## src/rtl/pc_call_stack_if.sv

```systemverilog
// Bus between the controller and the program-counter / return-stack block.
// The master side issues commands (load, increment, call, ret) with a target
// address; the slave side returns the current address, stack occupancy and
// sticky error flags.
interface pc_call_stack_if #(
  parameter int unsigned ADDR_WIDTH  = 8,
  parameter int unsigned STACK_DEPTH = 4,
  parameter int unsigned SP_WIDTH    = $clog2(STACK_DEPTH + 1)
);
  logic                  load;
  logic                  increment;
  logic                  call;
  logic                  ret;
  logic [ADDR_WIDTH-1:0] load_data;

  logic [ADDR_WIDTH-1:0] counter;
  logic [SP_WIDTH-1:0]   sp;
  logic                  stack_full;
  logic                  stack_empty;
  logic                  out_of_range;
  logic                  overflow_err;
  logic                  underflow_err;

  modport master (
    output load, increment, call, ret, load_data,
    input  counter, sp, stack_full, stack_empty, out_of_range, overflow_err, underflow_err
  );

  modport slave (
    input  load, increment, call, ret, load_data,
    output counter, sp, stack_full, stack_empty, out_of_range, overflow_err, underflow_err
  );
endinterface

```

## src/rtl/pc_call_stack.sv

```systemverilog
// Program counter with an integrated hardware return-address stack.
// Ports:
//   clk      - single clock, all state changes on the rising edge
//   a_reset  - asynchronous active-high reset
//   reset    - synchronous clear, same effect as a_reset
//   bus      - slave side of pc_call_stack_if: commands load/increment/call/ret
//              with load_data in; counter, sp, stack_full/empty and sticky
//              out_of_range/overflow_err/underflow_err out.
// Command priority in a cycle: reset > call > ret > load > increment.
module pc_call_stack #(
  parameter int unsigned ADDR_WIDTH  = 8,
  parameter int unsigned STACK_DEPTH = 4,
  parameter int unsigned SP_WIDTH    = $clog2(STACK_DEPTH + 1)
) (
  input logic              clk,
  input logic              a_reset,
  input logic              reset,
  pc_call_stack_if.slave   bus
);

  // Stack storage is rounded up to a power of two so slot indices are exact-width.
  localparam int unsigned IdxWidth   = (STACK_DEPTH > 1) ? $clog2(STACK_DEPTH) : 1;
  localparam int unsigned StackSlots = 1 << IdxWidth;
  localparam logic [SP_WIDTH-1:0] SpFull = SP_WIDTH'(STACK_DEPTH);

  logic [ADDR_WIDTH-1:0] counter_q, counter_d;
  logic [SP_WIDTH-1:0]   sp_q, sp_d;
  logic                  oor_q, oor_d;
  logic                  ovf_q, ovf_d;
  logic                  udf_q, udf_d;
  logic [ADDR_WIDTH-1:0] stack_q [StackSlots];

  logic                  full, empty;
  logic [ADDR_WIDTH:0]   inc_full;
  logic [ADDR_WIDTH-1:0] inc_addr;
  logic                  inc_wrap;
  logic [SP_WIDTH-1:0]   sp_dec;
  logic [IdxWidth-1:0]   push_idx, pop_idx;
  logic                  push_en;

  assign full     = (sp_q == SpFull);
  assign empty    = (sp_q == '0);
  assign inc_full = {1'b0, counter_q} + (ADDR_WIDTH + 1)'(1);
  assign inc_addr = inc_full[ADDR_WIDTH-1:0];
  assign inc_wrap = inc_full[ADDR_WIDTH];
  assign sp_dec   = sp_q - SP_WIDTH'(1);
  assign push_idx = sp_q[IdxWidth-1:0];
  assign pop_idx  = sp_dec[IdxWidth-1:0];

  always_comb begin
    counter_d = counter_q;
    sp_d      = sp_q;
    oor_d     = oor_q;
    ovf_d     = ovf_q;
    udf_d     = udf_q;
    push_en   = 1'b0;
    if (reset) begin
      counter_d = '0;
      sp_d      = '0;
      oor_d     = 1'b0;
      ovf_d     = 1'b0;
      udf_d     = 1'b0;
    end else if (bus.call) begin
      if (full) begin
        ovf_d = 1'b1;
      end else begin
        push_en   = 1'b1;
        sp_d      = sp_q + SP_WIDTH'(1);
        counter_d = bus.load_data;
        // Return address wraps to 0 when calling from the last address.
        if (inc_wrap) oor_d = 1'b1;
      end
    end else if (bus.ret) begin
      if (empty) begin
        udf_d = 1'b1;
      end else begin
        counter_d = stack_q[pop_idx];
        sp_d      = sp_dec;
      end
    end else if (bus.load) begin
      counter_d = bus.load_data;
    end else if (bus.increment) begin
      counter_d = inc_addr;
      if (inc_wrap) oor_d = 1'b1;
    end
  end

  always_ff @(posedge clk or posedge a_reset) begin
    if (a_reset) begin
      counter_q <= '0;
      sp_q      <= '0;
      oor_q     <= 1'b0;
      ovf_q     <= 1'b0;
      udf_q     <= 1'b0;
    end else begin
      counter_q <= counter_d;
      sp_q      <= sp_d;
      oor_q     <= oor_d;
      ovf_q     <= ovf_d;
      udf_q     <= udf_d;
    end
  end

  // Stack contents are don't-care after reset, so no reset on the storage.
  always_ff @(posedge clk) begin
    if (push_en) stack_q[push_idx] <= inc_addr;
  end

  assign bus.counter       = counter_q;
  assign bus.sp            = sp_q;
  assign bus.stack_full    = full;
  assign bus.stack_empty   = empty;
  assign bus.out_of_range  = oor_q;
  assign bus.overflow_err  = ovf_q;
  assign bus.underflow_err = udf_q;

endmodule

```

## src/flat_wrapper.sv

```systemverilog
// flat-port wrapper written by rule: the top's interface ports become plain ports
module pc_call_stack_flat 
#(
  parameter int unsigned ADDR_WIDTH  = 8,
  parameter int unsigned STACK_DEPTH = 4,
  parameter int unsigned SP_WIDTH    = $clog2(STACK_DEPTH + 1)
)
  (clk, a_reset, reset, bus_load, bus_increment, bus_call, bus_ret, bus_load_data, bus_counter, bus_sp, bus_stack_full, bus_stack_empty, bus_out_of_range, bus_overflow_err, bus_underflow_err);
  pc_call_stack_if #(.ADDR_WIDTH(ADDR_WIDTH), .STACK_DEPTH(STACK_DEPTH), .SP_WIDTH(SP_WIDTH)) bus_i ();
  input logic clk;
  input logic a_reset;
  input logic reset;
  input wire logic [$bits(bus_i.load)-1:0] bus_load;
  input wire logic [$bits(bus_i.increment)-1:0] bus_increment;
  input wire logic [$bits(bus_i.call)-1:0] bus_call;
  input wire logic [$bits(bus_i.ret)-1:0] bus_ret;
  input wire logic [$bits(bus_i.load_data)-1:0] bus_load_data;
  output wire logic [$bits(bus_i.counter)-1:0] bus_counter;
  output wire logic [$bits(bus_i.sp)-1:0] bus_sp;
  output wire logic [$bits(bus_i.stack_full)-1:0] bus_stack_full;
  output wire logic [$bits(bus_i.stack_empty)-1:0] bus_stack_empty;
  output wire logic [$bits(bus_i.out_of_range)-1:0] bus_out_of_range;
  output wire logic [$bits(bus_i.overflow_err)-1:0] bus_overflow_err;
  output wire logic [$bits(bus_i.underflow_err)-1:0] bus_underflow_err;
  assign bus_i.load = bus_load;
  assign bus_i.increment = bus_increment;
  assign bus_i.call = bus_call;
  assign bus_i.ret = bus_ret;
  assign bus_i.load_data = bus_load_data;
  assign bus_counter = bus_i.counter;
  assign bus_sp = bus_i.sp;
  assign bus_stack_full = bus_i.stack_full;
  assign bus_stack_empty = bus_i.stack_empty;
  assign bus_out_of_range = bus_i.out_of_range;
  assign bus_overflow_err = bus_i.overflow_err;
  assign bus_underflow_err = bus_i.underflow_err;
  pc_call_stack #(.ADDR_WIDTH(ADDR_WIDTH), .STACK_DEPTH(STACK_DEPTH), .SP_WIDTH(SP_WIDTH)) u_core (.clk(clk), .a_reset(a_reset), .reset(reset), .bus(bus_i));
endmodule
```

## config.mk

```make
export PLATFORM = sky130hd
export DESIGN_NAME = pc_call_stack_flat
export DESIGN_NICKNAME = d
export VERILOG_FILES = /design/src/rtl/pc_call_stack_if.sv /design/src/rtl/pc_call_stack.sv /design/src/flat_wrapper.sv
export SDC_FILE = /design/constraint.sdc
export NUM_CORES = 1
export LEC_CHECK = 0
export CAP_MARGIN = 20
export CORE_UTILIZATION = 45
export DETAILED_ROUTE_END_ITERATION = 16
export GPL_ROUTABILITY_DRIVEN = 0
export GPL_TIMING_DRIVEN = 0
export PLACE_DENSITY = 0.67
export SKIP_LAST_GASP = 1
export SLEW_MARGIN = 10
export SYNTH_ARGS = -nofsm -noshare
export SYNTH_HDL_FRONTEND = slang
export SYNTH_SLANG_ARGS = --single-unit
```

## constraint.sdc

```tcl
create_clock -name clk -period 2.15 [get_ports clk]
set_clock_uncertainty 0.15 [all_clocks]
set_input_delay 0.215 -clock clk [delete_from_list [all_inputs] [get_ports clk]]
set_output_delay 0.215 -clock clk [all_outputs]
set_load 0.05 [all_outputs]
```

=== Word-level counts from Yosys, hierarchy flattened ===
Memory sizes are Yosys's and may differ from the RTL's.
Cells that the tools add are included.

* Equality and inequality tests: 7
* Add/sub/neg operators: 3
* Reductions and logical operators: 13
* Multiplexer cells: 31

{| class="wikitable"
|+ Operator list
! operator !! number
|-
| two-way mux 8 bit || 7
|-
| two-way mux 1 bit || 19
|-
| two-way mux 3 bit || 5
|-
| adder 8 x 1 -> 9 bit (second input constant) || 1
|-
| inequality test 3 bit (second input constant) || 3
|-
| AND reduction 3 bit || 3
|-
| nonzero test 2 bit || 4
|-
| nonzero test 3 bit || 2
|-
| nonzero test 5 bit || 1
|-
| inequality test 4 bit (second input constant) || 1
|-
| AND reduction 4 bit || 1
|-
| adder 3 x 1 -> 3 bit (second input constant) || 1
|-
| == test 3 bit (second input constant) || 1
|-
| logical NOT 3 bit || 1
|-
| inequality test 3 x 2 -> 1 bit (second input constant) || 1
|-
| subtractor 3 x 1 -> 3 bit (second input constant) || 1
|-
| inequality test 2 bit (second input constant) || 1
|-
| AND reduction 2 bit || 1
|}

* Word-level logic and storage cells: 60
* Input port bits: 15
* Memories kept: 1
* Bits in registers: 14
* Bits in writable memories: 32
* Output and inout port bits: 16

{| class="wikitable"
|+ Memory list
! name !! depth !! width !! rd ports !! clocked after memory_dff !! wr ports !! RTL line !! RTL
|-
| u_core.stack_q || 4 || 8 || 1 || 0 || 1 || pc_call_stack.sv:31 || <nowiki>logic [ADDR_WIDTH-1:0] stack_q [StackSlots];</nowiki>
|}

=== Depth between registers and ports, before layout ===
Gate-level depths: netlist of run 1.

* Word-level depth: 7
* Gate-level depth with buffers: 9
* Mapped depth without buffers: 7

=== Worst setup path before layout of run 1 ===
No wires, ideal clock.

* Path type: register to register
* Start: register u_core.sp_q[0] (netlist: u_core.bus.sp[0])
* End: register u_core.counter_q[3] (netlist: u_core.bus.counter[3])
* Path slack: -502 ps
* Library setup time: 134 ps
* Path buffers: 2
* Required time: 1866 ps
* Cell stages (with the launch flop): 9
* Arrival: 2367 ps
* Period minus slack after synthesis: 2652 ps
* Cell sequence: dfrtp_1 buf_6 inv_1 ha_1 clkbuf_1 mux4_1 a22oi_1 o311a_1 a211oi_2

* Longest elaborated chain between the ends: 6
* Elaborated cells between the ends (all ways): 11
* Classes of those cells: add/sub (1); eq/ne (3); mux (4); reduce/logical (2); memory (1)

{| class="wikitable"
|+ RTL lines
! item !! RTL line !! RTL
|-
| start: declaration || pc_call_stack.sv:27 || <nowiki>logic [SP_WIDTH-1:0] sp_q, sp_d;</nowiki>
|-
| start signal: assignment || pc_call_stack.sv:97 || <nowiki>sp_q <= sp_d;</nowiki>
|-
| subtractor 3 x 1 -> 3 bit || pc_call_stack.sv:46 || <nowiki>assign sp_dec = sp_q - SP_WIDTH'(1);</nowiki>
|-
| memory read (4 x 8 bit) || - ||
|-
| two-way mux 8 bit || pc_call_stack.sv:74 || <nowiki>if (empty) begin</nowiki>
|-
| two-way mux 8 bit || pc_call_stack.sv:73 || <nowiki>end else if (bus.ret) begin</nowiki>
|-
| two-way mux 8 bit || pc_call_stack.sv:63 || <nowiki>end else if (bus.call) begin</nowiki>
|-
| two-way mux 8 bit || pc_call_stack.sv:57 || <nowiki>if (reset) begin</nowiki>
|-
| end signal: assignment || pc_call_stack.sv:96 || <nowiki>counter_q <= counter_d;</nowiki>
|-
| end: declaration || pc_call_stack.sv:26 || <nowiki>logic [ADDR_WIDTH-1:0] counter_q, counter_d;</nowiki>
|}

Several ways; a longest one is shown, not always the timed one. The select of a mux whose other input is x is not followed.
A chain may end at the register's enable or synchronous reset.

=== Worst setup path in the final report of run 1 ===
* Start: register u_core.counter_q[2] (netlist: u_core.bus.counter[2])
* End: output bus_counter[2]

{| class="wikitable"
|+ RTL lines
! item !! RTL line !! RTL
|-
| end: declaration || flat_wrapper.sv:18 || <nowiki>output wire logic [$bits(bus_i.counter)-1:0] bus_counter;</nowiki>
|}

No word-level cell between the ends.

==> results.md, run 1 <==
- Ys flop type: edfxtp_1
- Hpwl dp: 3.732 mm
- Clock Sink Count: 46
- Pleak: 1.084 nW
- Pwr dens: 976.3 nW/um^2
- Post-Syn Nets: 201
- Sequential area share after synthesis: 56.59%
- Worst slack at placement: -207.8 ps
- Req. time, crit path: 1780 ps
- Worst Setup SP: u_core.bus.counter[2]
- Share of layout cells above drive strength 1: 18.26%
- CTS Root Cell: clkbuf_8
- Worst skew pair latency: 300 ps
- R2r setup slk: 130 ps
- Synth cell types: 45
- Max Fclk: 491.5 MHz
- YS warnings: 0
- TritonCTS clock tree: yes
- Final Cycle Share: 94.63%
- Chip Width: 73.76 um
- Cts bufs inserted: 5
- DR vias/cell: 5.724
- Unrepaired setup endpoints after global routing: false
- Die Area: 5441 um^2
- Ant. Diodes: 0
- WS Path Type: reg -> out
- Slowest stage cell, crit path: clkdlybuf4s50_1
- Synth Register Bits: 46
- Drt pass-1 iters: 4
- Fillers: 420
- Outcome: complete, no violations
- Worst Tran Pin Value: 546.0 ps
- Crit start category: register
- Max-slew violation count: 0
- Final setup viols: 0
- Arrival time at the worst endpoint: 1670 ps
- Max_cap viols: 0
- Synth top area cells: edfxtp_1 41%, dfrtp_1 15%, mux4_1 6.8%
- Min-delay worst type: in -> async
- DRC violations left: 0
- I/O pin count: 31
- Top-count cell post-synth: edfxtp_1
- Post-synthesis async set-or-reset flop share: 30.43%
- Worst path cell trace: clkdlybuf4s50_1
- First-pass GRT wire length: 8.066 mm
- Final #Nets: 239
- Placed cell areas: 2755 um^2
- Sw power: 0.001052 W
- Worst-path maximum fanout: 8
- Layout area overhead: 24.62%
- CP bufs+invs: 1
- Setup ws final: 115.4 ps
- Post-route design area: 2888 um^2
- Die height: 73.76 um
- Clk pin slew, worst setup/hold paths: 100 ps
- Synth area leader: edfxtp_1
- Post-synth EDFFs: 32
- Cell area after synthesis: 2317 um^2
- Mean Syn Cell Area: 12.87 um^2
- Slew margin rel.: 63.56%
- H-tree levels: 2
- Critical path's top delay family: buffers and inverters
- Antenna violations before repair: 0
- # port buffers: 28
- Clock power frac: 19.6%
- Fin. Hold Viols: 0
- Minimum clock period: 2035 ps
- Vias in the first global route: 1557
- Post-synth top area share: 41.47%
- RR Startpoint: u_core.bus.sp[0]
- Combinational group share of total power: 38.7%
- GR Util All Layers: 21.29%
- Sw frac: 37.31%
- Antenna Nets Post-Route: 0
- Via count: 1637
- Post-synthesis cell count: 180
- Flop pwr share: 41.7%
- Total core area: 4848 um^2
- Int Power: 0.001767 W
- Maximum VDD drop: 0.5029 mV
- Initial Util: 47.79%
- DRT iter0 DRCs: 145
- Clock Path Buffers: 2
- Non-Filler Instances: 286
- Placed Cells: 275
- Worst path max stage delay: 860 ps
- Commonest cells post-synth: 32 x edfxtp_1, 16 x nor2_1, 14 x dfrtp_1
- Setup tns final: 0 ps
- Number of core rows: 25
- Global route total overflow: 0
- CP Capture Type: output port
- Largest net degree at the start of global routing: 17
- Final WL: 5.228 mm
- DR WL/cell: 18.28 um
final timing paths:
check | end | cells after the start
hold / removal | u_core.bus.underflow_err | 2
hold reg to reg | u_core.bus.overflow_err | 1
max in group asynchronous | u_core.bus.sp[0] | 2
setup / recovery | bus_counter[2] | 1
min in group clk | u_core.bus.underflow_err | 3
setup reg to reg | u_core.bus.counter[3] | 8
flip-flops by register name (all words and copies together) (netlist names):
signal and count:
u_core.bus.sp 3, u_core.bus.counter 8, u_core.bus.out_of_range 1, u_core.bus.underflow_err 1
u_core.stack_q 32, u_core.bus.overflow_err 1
cell type report:
class	count	area, um^2	share of cell area, %
Sequential cell	46	1314	45.49
Multi-Input combinational cell	116	982.2	34.01
Timing Repair Buffer	31	305.3	10.57
Tap cell	67	83.83	2.903
Buffer	9	70.07	2.426
Clock buffer	5	68.82	2.383
Inverter	9	38.79	1.343
Clock inverter	3	25.02	0.8666
cells by family after synthesis:
kind of cell | synth area share, %
compound gates | 11.56
xor+xnor | 2.646
fa+ha+maj | 3.240
buf+inv | 3.455
flops | 56.59
mux | 9.503
simple gates | 13.01
layer usage:
layer  global-route usage, %  routed length (um)  up-vias
li1                        -                   -      756
met3                   3.841                 308       10
met1                   27.83                2318      821
met5                       0                   0        -
met2                   34.25                2491       50
met4                   10.26                 110        0
power groups by stage:
stage                     clock network [W]  registers, W  logic, W
after floorplan                           0       0.00136  0.000569
after global placement                    0       0.00119   0.00103
after detailed placement                  0       0.00120   0.00105
after CTS                          0.000557       0.00118   0.00107
after global routing               0.000592       0.00119   0.00116
final                              0.000551       0.00118   0.00109
cells in the final DEF, fill, tap and decap left out, types with 3 or more instances in the layout:
cell and instances:
a21oi_1 6, a22oi_1 3, and2_1 3, and3_1 6
buf_2 4, buf_4 4, clkbuf_8 6, clkdlybuf4s50_1 26
dfrtp_1 12, edfxtp_1 32, ha_1 5, inv_1 8
mux2i_1 4, mux4_1 5, nand2_1 7, nand2b_1 4
nand3_1 5, nor2_1 16, o21ai_0 4, o21ai_1 3
xnor2_1 5
what timing repair did:
action                                  4_1_cts  5_1_grt
pin swaps                                     0        4
gates cloned                                  0        0
endpoints found under the setup margin        8        8
gates resized for setup                      10        6
buffers inserted                              1        2
hold buffers                                  0        0
stage by stage:
step / power [W] / util [%] / hold WS [ps]
detailed placement: 0.002253 / 56.83 / 337.5
global placement: 0.002223 / 56.83 / 326.6
global route: 0.002941 / 59.56 / 154.4
CTS: 0.002804 / 58.97 / 109.4
finish: 0.002819 / 59.56 / 91.19
floorplan: 0.001931 / - / -45.92
(Power assumes the default switching activity.)
==> inputs of run 2 (changes only) <==
--- a/config.mk
+++ b/config.mk
@@ -6,6 +6,7 @@
 export NUM_CORES = 1
 export LEC_CHECK = 0
 export CAP_MARGIN = 20
+export CORE_MARGIN = 10
 export CORE_UTILIZATION = 45
 export DETAILED_ROUTE_END_ITERATION = 16
 export GPL_ROUTABILITY_DRIVEN = 0
==> results.md, run 2 (synthesis results as in run 1) <==
- Max Fclk: 483.6 MHz (-1.6%)
- Drt pass-1 iters: 4 (unchanged)
- Via count: 1606 (-1.9%)
- Slowest stage cell, crit path: dfrtp_2
- Req. time, crit path: 1780 ps (about the same)
- Placed Cells: 278 (+1.1%)
- Outcome: complete, no violations
- I/O pin count: 31 (unchanged)
- Number of core rows: 26 (+4.0%)
- DRC violations left: 0 (unchanged)
- # port buffers: 28 (unchanged)
- Total core area: 5042 um^2 (+4.0%)
- Slew margin rel.: 61.93% (-1.6 points)
- Pleak: 1.097 nW (+1.2%)
- Maximum VDD drop: 0.5383 mV (+7.1%)
- Non-Filler Instances: 288 (+0.70%)
- CP Capture Type: output port
- TritonCTS clock tree: yes
- Most frequent cells in the layout: 32 x edfxtp_1, 26 x clkdlybuf4s50_1, 16 x nor2_1, 12 x dfrtp_1, 8 x inv_1
- Worst path max stage delay: 440 ps (-420 ps)
- Worst path cell trace: buf_12 > inv_6 > ha_4 > nand2_1 > inv_1 > clkdlybuf4s15_2
- Share of layout cells above drive strength 1: 16.51% (-1.8 points)
- R2r setup slk: 80 ps (-50 ps)
- Largest net degree at the start of global routing: 15 (-2)
- CTS Root Cell: clkbuf_8
- First-pass GRT wire length: 8.638 mm (+7.1%)
- Final WL: 5.516 mm (+5.5%)
- Final setup viols: 0 (unchanged)
- Worst Tran Pin Value: 570.4 ps (+24.41 ps)
- Worst-path maximum fanout: 10 (+2)
- Chip Width: 91.76 um (+24%)
- DR WL/cell: 19.15 um (+4.8%)
- Reg2Reg Depth: 8 (unchanged)
- Min-delay worst type: in -> async
- Max_cap viols: 0 (unchanged)
- Antenna violations before repair: 0 (unchanged)
- DR vias/cell: 5.576 (-2.6%)
- DRT iter0 DRCs: 104 (-28%)
- Vias in the first global route: 1629 (+4.6%)
- Final Cycle Share: 96.17% (+1.5 points)
- Worst flop-to-flop path endpoint: u_core.bus.counter[3]
- Clk pin slew, worst setup/hold paths: 90 ps (about the same)
- RR Startpoint: u_core.bus.sp[0]
- Fillers: 415 (-1.2%)
- Clock Sink Count: 46 (unchanged)
- Max reg flops: 32 (unchanged)
- Commonest non-fill, non-tap cell in the layout: edfxtp_1
- WS Path Type: reg -> out
- Global route total overflow: 0 (unchanged)
- Cts bufs inserted: 5 (unchanged)
- H-tree levels: 2 (unchanged)
- Pwr dens: 1008 nW/um^2 (+3.2%)
- Die Area: 8420 um^2 (+55%)
- Unrepaired setup endpoints after global routing: false
- Crit start category: register
- Initial Util: 45.96% (-1.8 points)
- Minimum clock period: 2068 ps (+33.06 ps)
- Top reg by flops: u_core.stack_q
- Ant. Diodes: 0 (unchanged)
- Antenna Nets Post-Route: 0 (unchanged)
- Final #Nets: 238 (-0.42%)
- GR Util All Layers: 13.18% (-8.1 points)
- Fin util: 57.67% (-1.9 points)
- Worst skew pair latency: 300 ps (about the same)
- Die height: 91.76 um (+24%)
- Fin. Hold Viols: 0 (unchanged)
- Clock Path Buffers: 2 (unchanged)
- Hpwl dp: 4.016 mm (+7.6%)
- Layout area overhead: 25.49%
- Arrival time at the worst endpoint: 1700 ps (+30 ps)
- Max-slew violation count: 0 (unchanged)
-- run 2: report_power, final --
part	total [W]	internal [W]	switching, W
clock	0.000668	0.000379	0.000289
combinational	0.00109	0.000436	0.000650
sequential	0.00118	0.00109	0.0000834
-- run 2: how the worst max path moves through the flow --
stage / startpoint / to / slack [ps] / cells after the start
detailed placement: reset / u_core.bus.sp[2] / -240 / 6
finish: u_core.bus.sp[0] / bus_stack_full / 80 / 6
global placement: reset / u_core.bus.sp[2] / -190 / 6
CTS: u_core.bus.sp[0] / u_core.bus.counter[3] / 30 / 8
global route: u_core.bus.sp[0] / bus_stack_full / 7 / 6
floorplan: u_core.bus.sp[0] / u_core.bus.counter[3] / -40 / 8
-- run 2: layout make-up --
class                   count  area [um^2]  share of cell area, %
plain buffers               9        70.07                  2.410
clock buffers               7        86.33                  2.969
clock inverters             1        30.03                  1.033
inverters                   9        38.79                  1.334
multi-input cells         116        983.4                  33.82
flip-flops and latches     46         1314                  45.18
well taps                  70        87.58                  3.012
repair buffers             30        297.8                  10.24
-- run 2: timing repair --
action                                  4_1_cts  5_1_grt
hold endpoints to repair                      0        0
gates resized for setup                       6        8
setup buffers                                 1        1
endpoints found under the setup margin        6        7
pin swaps                                     0        2
hold buffers                                  0        0
-- run 2: metrics by stage --
| stage | instance area (um^2) | total power, W | setup TNS [ps] | hold WS, ps | setup WS (ps) |
|---|---|---|---|---|---|
| 4_1_cts | 2885 | 0.002929 | 0 | 141.2 | 29.33 |
| 5_1_grt | 2908 | 0.003065 | 0 | 182.9 | 6.552 |
| 3_3_place_gp | 2759 | 0.002227 | -327.2 | 330.6 | -185.1 |
| 6_report | 2908 | 0.002931 | 0 | 114.4 | 82.30 |
| 3_5_place_dp | 2759 | 0.002262 | -614.4 | 333.4 | -244.1 |
| 2_1_floorplan | 2391 | 0.001931 | -37.81 | -45.92 | -37.81 |
-- run 2: layer usage --
metal  GRT usage, %  vias to the layer above  part of all wire [%]
met1          16.21                      803                    45
li1               -                      761                     -
met2          21.74                       37                    49
met3          3.667                        5                   4.5
met5              0                        -                     0
met4          4.627                        0                   1.1
-- run 2: critical path: cells and delay by family (launching register included) --
family | cells | cell delay [ps]
adder cells (fa/ha/maj) | 1 | 140
buffers and inverters | 4 | 720
flip-flops | 1 | 440
AND/OR/NAND/NOR | 1 | 100
==> inputs of run 3 (changes only) <==
--- a/config.mk
+++ b/config.mk
@@ -12,6 +12,7 @@
 export GPL_ROUTABILITY_DRIVEN = 0
 export GPL_TIMING_DRIVEN = 0
 export PLACE_DENSITY = 0.67
+export SKIP_CTS_REPAIR_TIMING = 1
 export SKIP_LAST_GASP = 1
 export SLEW_MARGIN = 10
 export SYNTH_ARGS = -nofsm -noshare
==> results.md, run 3 (synthesis results as in run 1) <==
- Clk pin slew, worst setup/hold paths: 90 ps (about the same)
- Drt pass-1 iters: 4 (unchanged)
- Critical path's top delay family: buffers and inverters
- Chip Width: 91.76 um (unchanged)
- Antenna Nets Post-Route: 0 (unchanged)
- Worst Tran Pin Value: 568.0 ps (-2.381 ps)
- I/O pin count: 31 (unchanged)
- Die Area: 8420 um^2 (unchanged)
- Reg2Reg Depth: 8 (unchanged)
- Fin. Hold Viols: 0 (unchanged)
- Global route total overflow: 0 (unchanged)
- Vias in the first global route: 1624 (-0.31%)
- R2r setup slk: 80 ps (about the same)
- Share of layout cells above drive strength 1: 15.14% (-1.4 points)
- Worst skew pair latency: 300 ps (about the same)
- Setup ws final: 32.28 ps (-50.02 ps)
- Max_cap viols: 0 (unchanged)
- Antenna violations before repair: 0 (unchanged)
- Final Cycle Share: 98.50% (+2.3 points)
- Max-slew violation count: 0 (unchanged)
- First-pass GRT wire length: 8.597 mm (-0.47%)
- Number of core rows: 26 (unchanged)
- GR Util All Layers: 13.12% (-0.068 points)
- Worst-path maximum fanout: 5 (-5)
- Max Fclk: 472.2 MHz (-2.4%)
- Slowest stage cell, crit path: dfrtp_2
- Clock Path Buffers: 2 (unchanged)
- Most frequent cells in the layout: 32 x edfxtp_1, 26 x clkdlybuf4s50_1, 16 x nor2_1, 12 x dfrtp_1, 8 x inv_1
- Via count: 1589 (-1.1%)
- Slew margin rel.: 62.09% (+0.16 points)
- Final WL: 5.460 mm (-1.0%)
- Unrepaired setup endpoints after global routing: true
- Hpwl dp: 4.016 mm (unchanged)
- Crit start category: register
- Final #Nets: 238 (unchanged)
- Layout area overhead: 25.38% (about the same)
- Worst path cell trace: buf_12 > inv_6 > ha_4 > nand2_1 > inv_1 > dlymetal6s2s_1
- Minimum clock period: 2118 ps (+50.02 ps)
- Top reg by flops: u_core.stack_q
- Clock Sink Count: 46 (unchanged)
- Die height: 91.76 um (unchanged)
- CP Capture Type: output port
- Commonest non-fill, non-tap cell in the layout: edfxtp_1
- Max reg flops: 32 (unchanged)
- CP bufs+invs: 4 (unchanged)
- Req. time, crit path: 1780 ps (about the same)
- Setup tns final: 0 ps (unchanged)
- H-tree levels: 2 (unchanged)
- Min-delay worst type: in -> async
- Largest net degree at the start of global routing: 15 (unchanged)
- DRC violations left: 0 (unchanged)
- WS Path Type: reg -> out
- TritonCTS clock tree: yes
- Worst flop-to-flop path endpoint: u_core.bus.counter[3]
- DR vias/cell: 5.517 (-1.1%)
- Outcome: complete, no violations
- Arrival time at the worst endpoint: 1750 ps (+50 ps)
- # port buffers: 28 (unchanged)
- Final setup viols: 0 (unchanged)
- DRT iter0 DRCs: 78 (-25%)
- Total core area: 5042 um^2 (unchanged)
- Maximum VDD drop: 0.5405 mV (+0.40%)
- CTS Root Cell: clkbuf_8
- Pleak: 1.121 nW (+2.2%)
- Pwr dens: 1007 nW/um^2 (about the same)
- Worst path max stage delay: 470 ps (+30 ps)
- Initial Util: 45.96% (unchanged)
- Ant. Diodes: 0 (unchanged)
- Cts bufs inserted: 5 (unchanged)
- RR Startpoint: u_core.bus.sp[0]
- DR WL/cell: 18.96 um (-1.0%)
- Worst slack at placement: -244.1 ps (unchanged)
- Fillers: 414 (-0.24%)
## run 3: worst max-delay path by stage
stage | from | endpoint | slack [ps] | depth (start not counted)
floorplan | u_core.bus.sp[0] | u_core.bus.counter[3] | -40 | 8
global placement | reset | u_core.bus.sp[2] | -190 | 6
detailed placement | reset | u_core.bus.sp[2] | -240 | 6
CTS | u_core.bus.sp[0] | bus_stack_full | -400 | 6
global route | u_core.bus.sp[0] | bus_stack_full | -60 | 6
finish | u_core.bus.sp[0] | bus_stack_full | 30 | 6
## run 3: cell type report
class	instances	area [um^2]	share of cell area, %
clock buffers	7	86.33	2.972
clock inverters	1	30.03	1.034
well taps	70	87.58	3.015
inverters	9	38.79	1.335
repair buffers	30	300.3	10.34
flip-flops and latches	46	1314	45.22
plain buffers	9	70.07	2.412
multi-input cells	116	978.4	33.68
## run 3: report_power, final
group / switching, W / total (W) / internal, W
logic: 0.000643 / 0.00108 / 0.000436
registers: 0.0000866 / 0.00118 / 0.00109
clock network: 0.000288 / 0.000667 / 0.000379
## run 3: per-stage QoR
stage	cell area [um^2]	util [%]	total power [W]	hold WS, ps	std cells
3_3_place_gp	2759	54.71	0.002227	330.6	278
4_1_cts	2875	57.02	0.002926	141.2	286
2_1_floorplan	2391	-	0.001931	-45.92	180
3_5_place_dp	2759	54.71	0.002262	333.4	278
6_report	2905	57.62	0.002926	114.1	288
5_1_grt	2905	57.62	0.003064	182.9	288
## run 3: per-layer routing
| metal | routed length [um] | vias to the layer above | track usage [%] | share of wire, % |
|---|---|---|---|---|
| met5 | 0 | - | 0 | 0 |
| met4 | 75 | 0 | 4.627 | 1.4 |
| met3 | 271 | 7 | 3.667 | 5.0 |
| met2 | 2667 | 44 | 21.62 | 49 |
| met1 | 2445 | 783 | 16.11 | 45 |
| li1 | - | 755 | - | - |
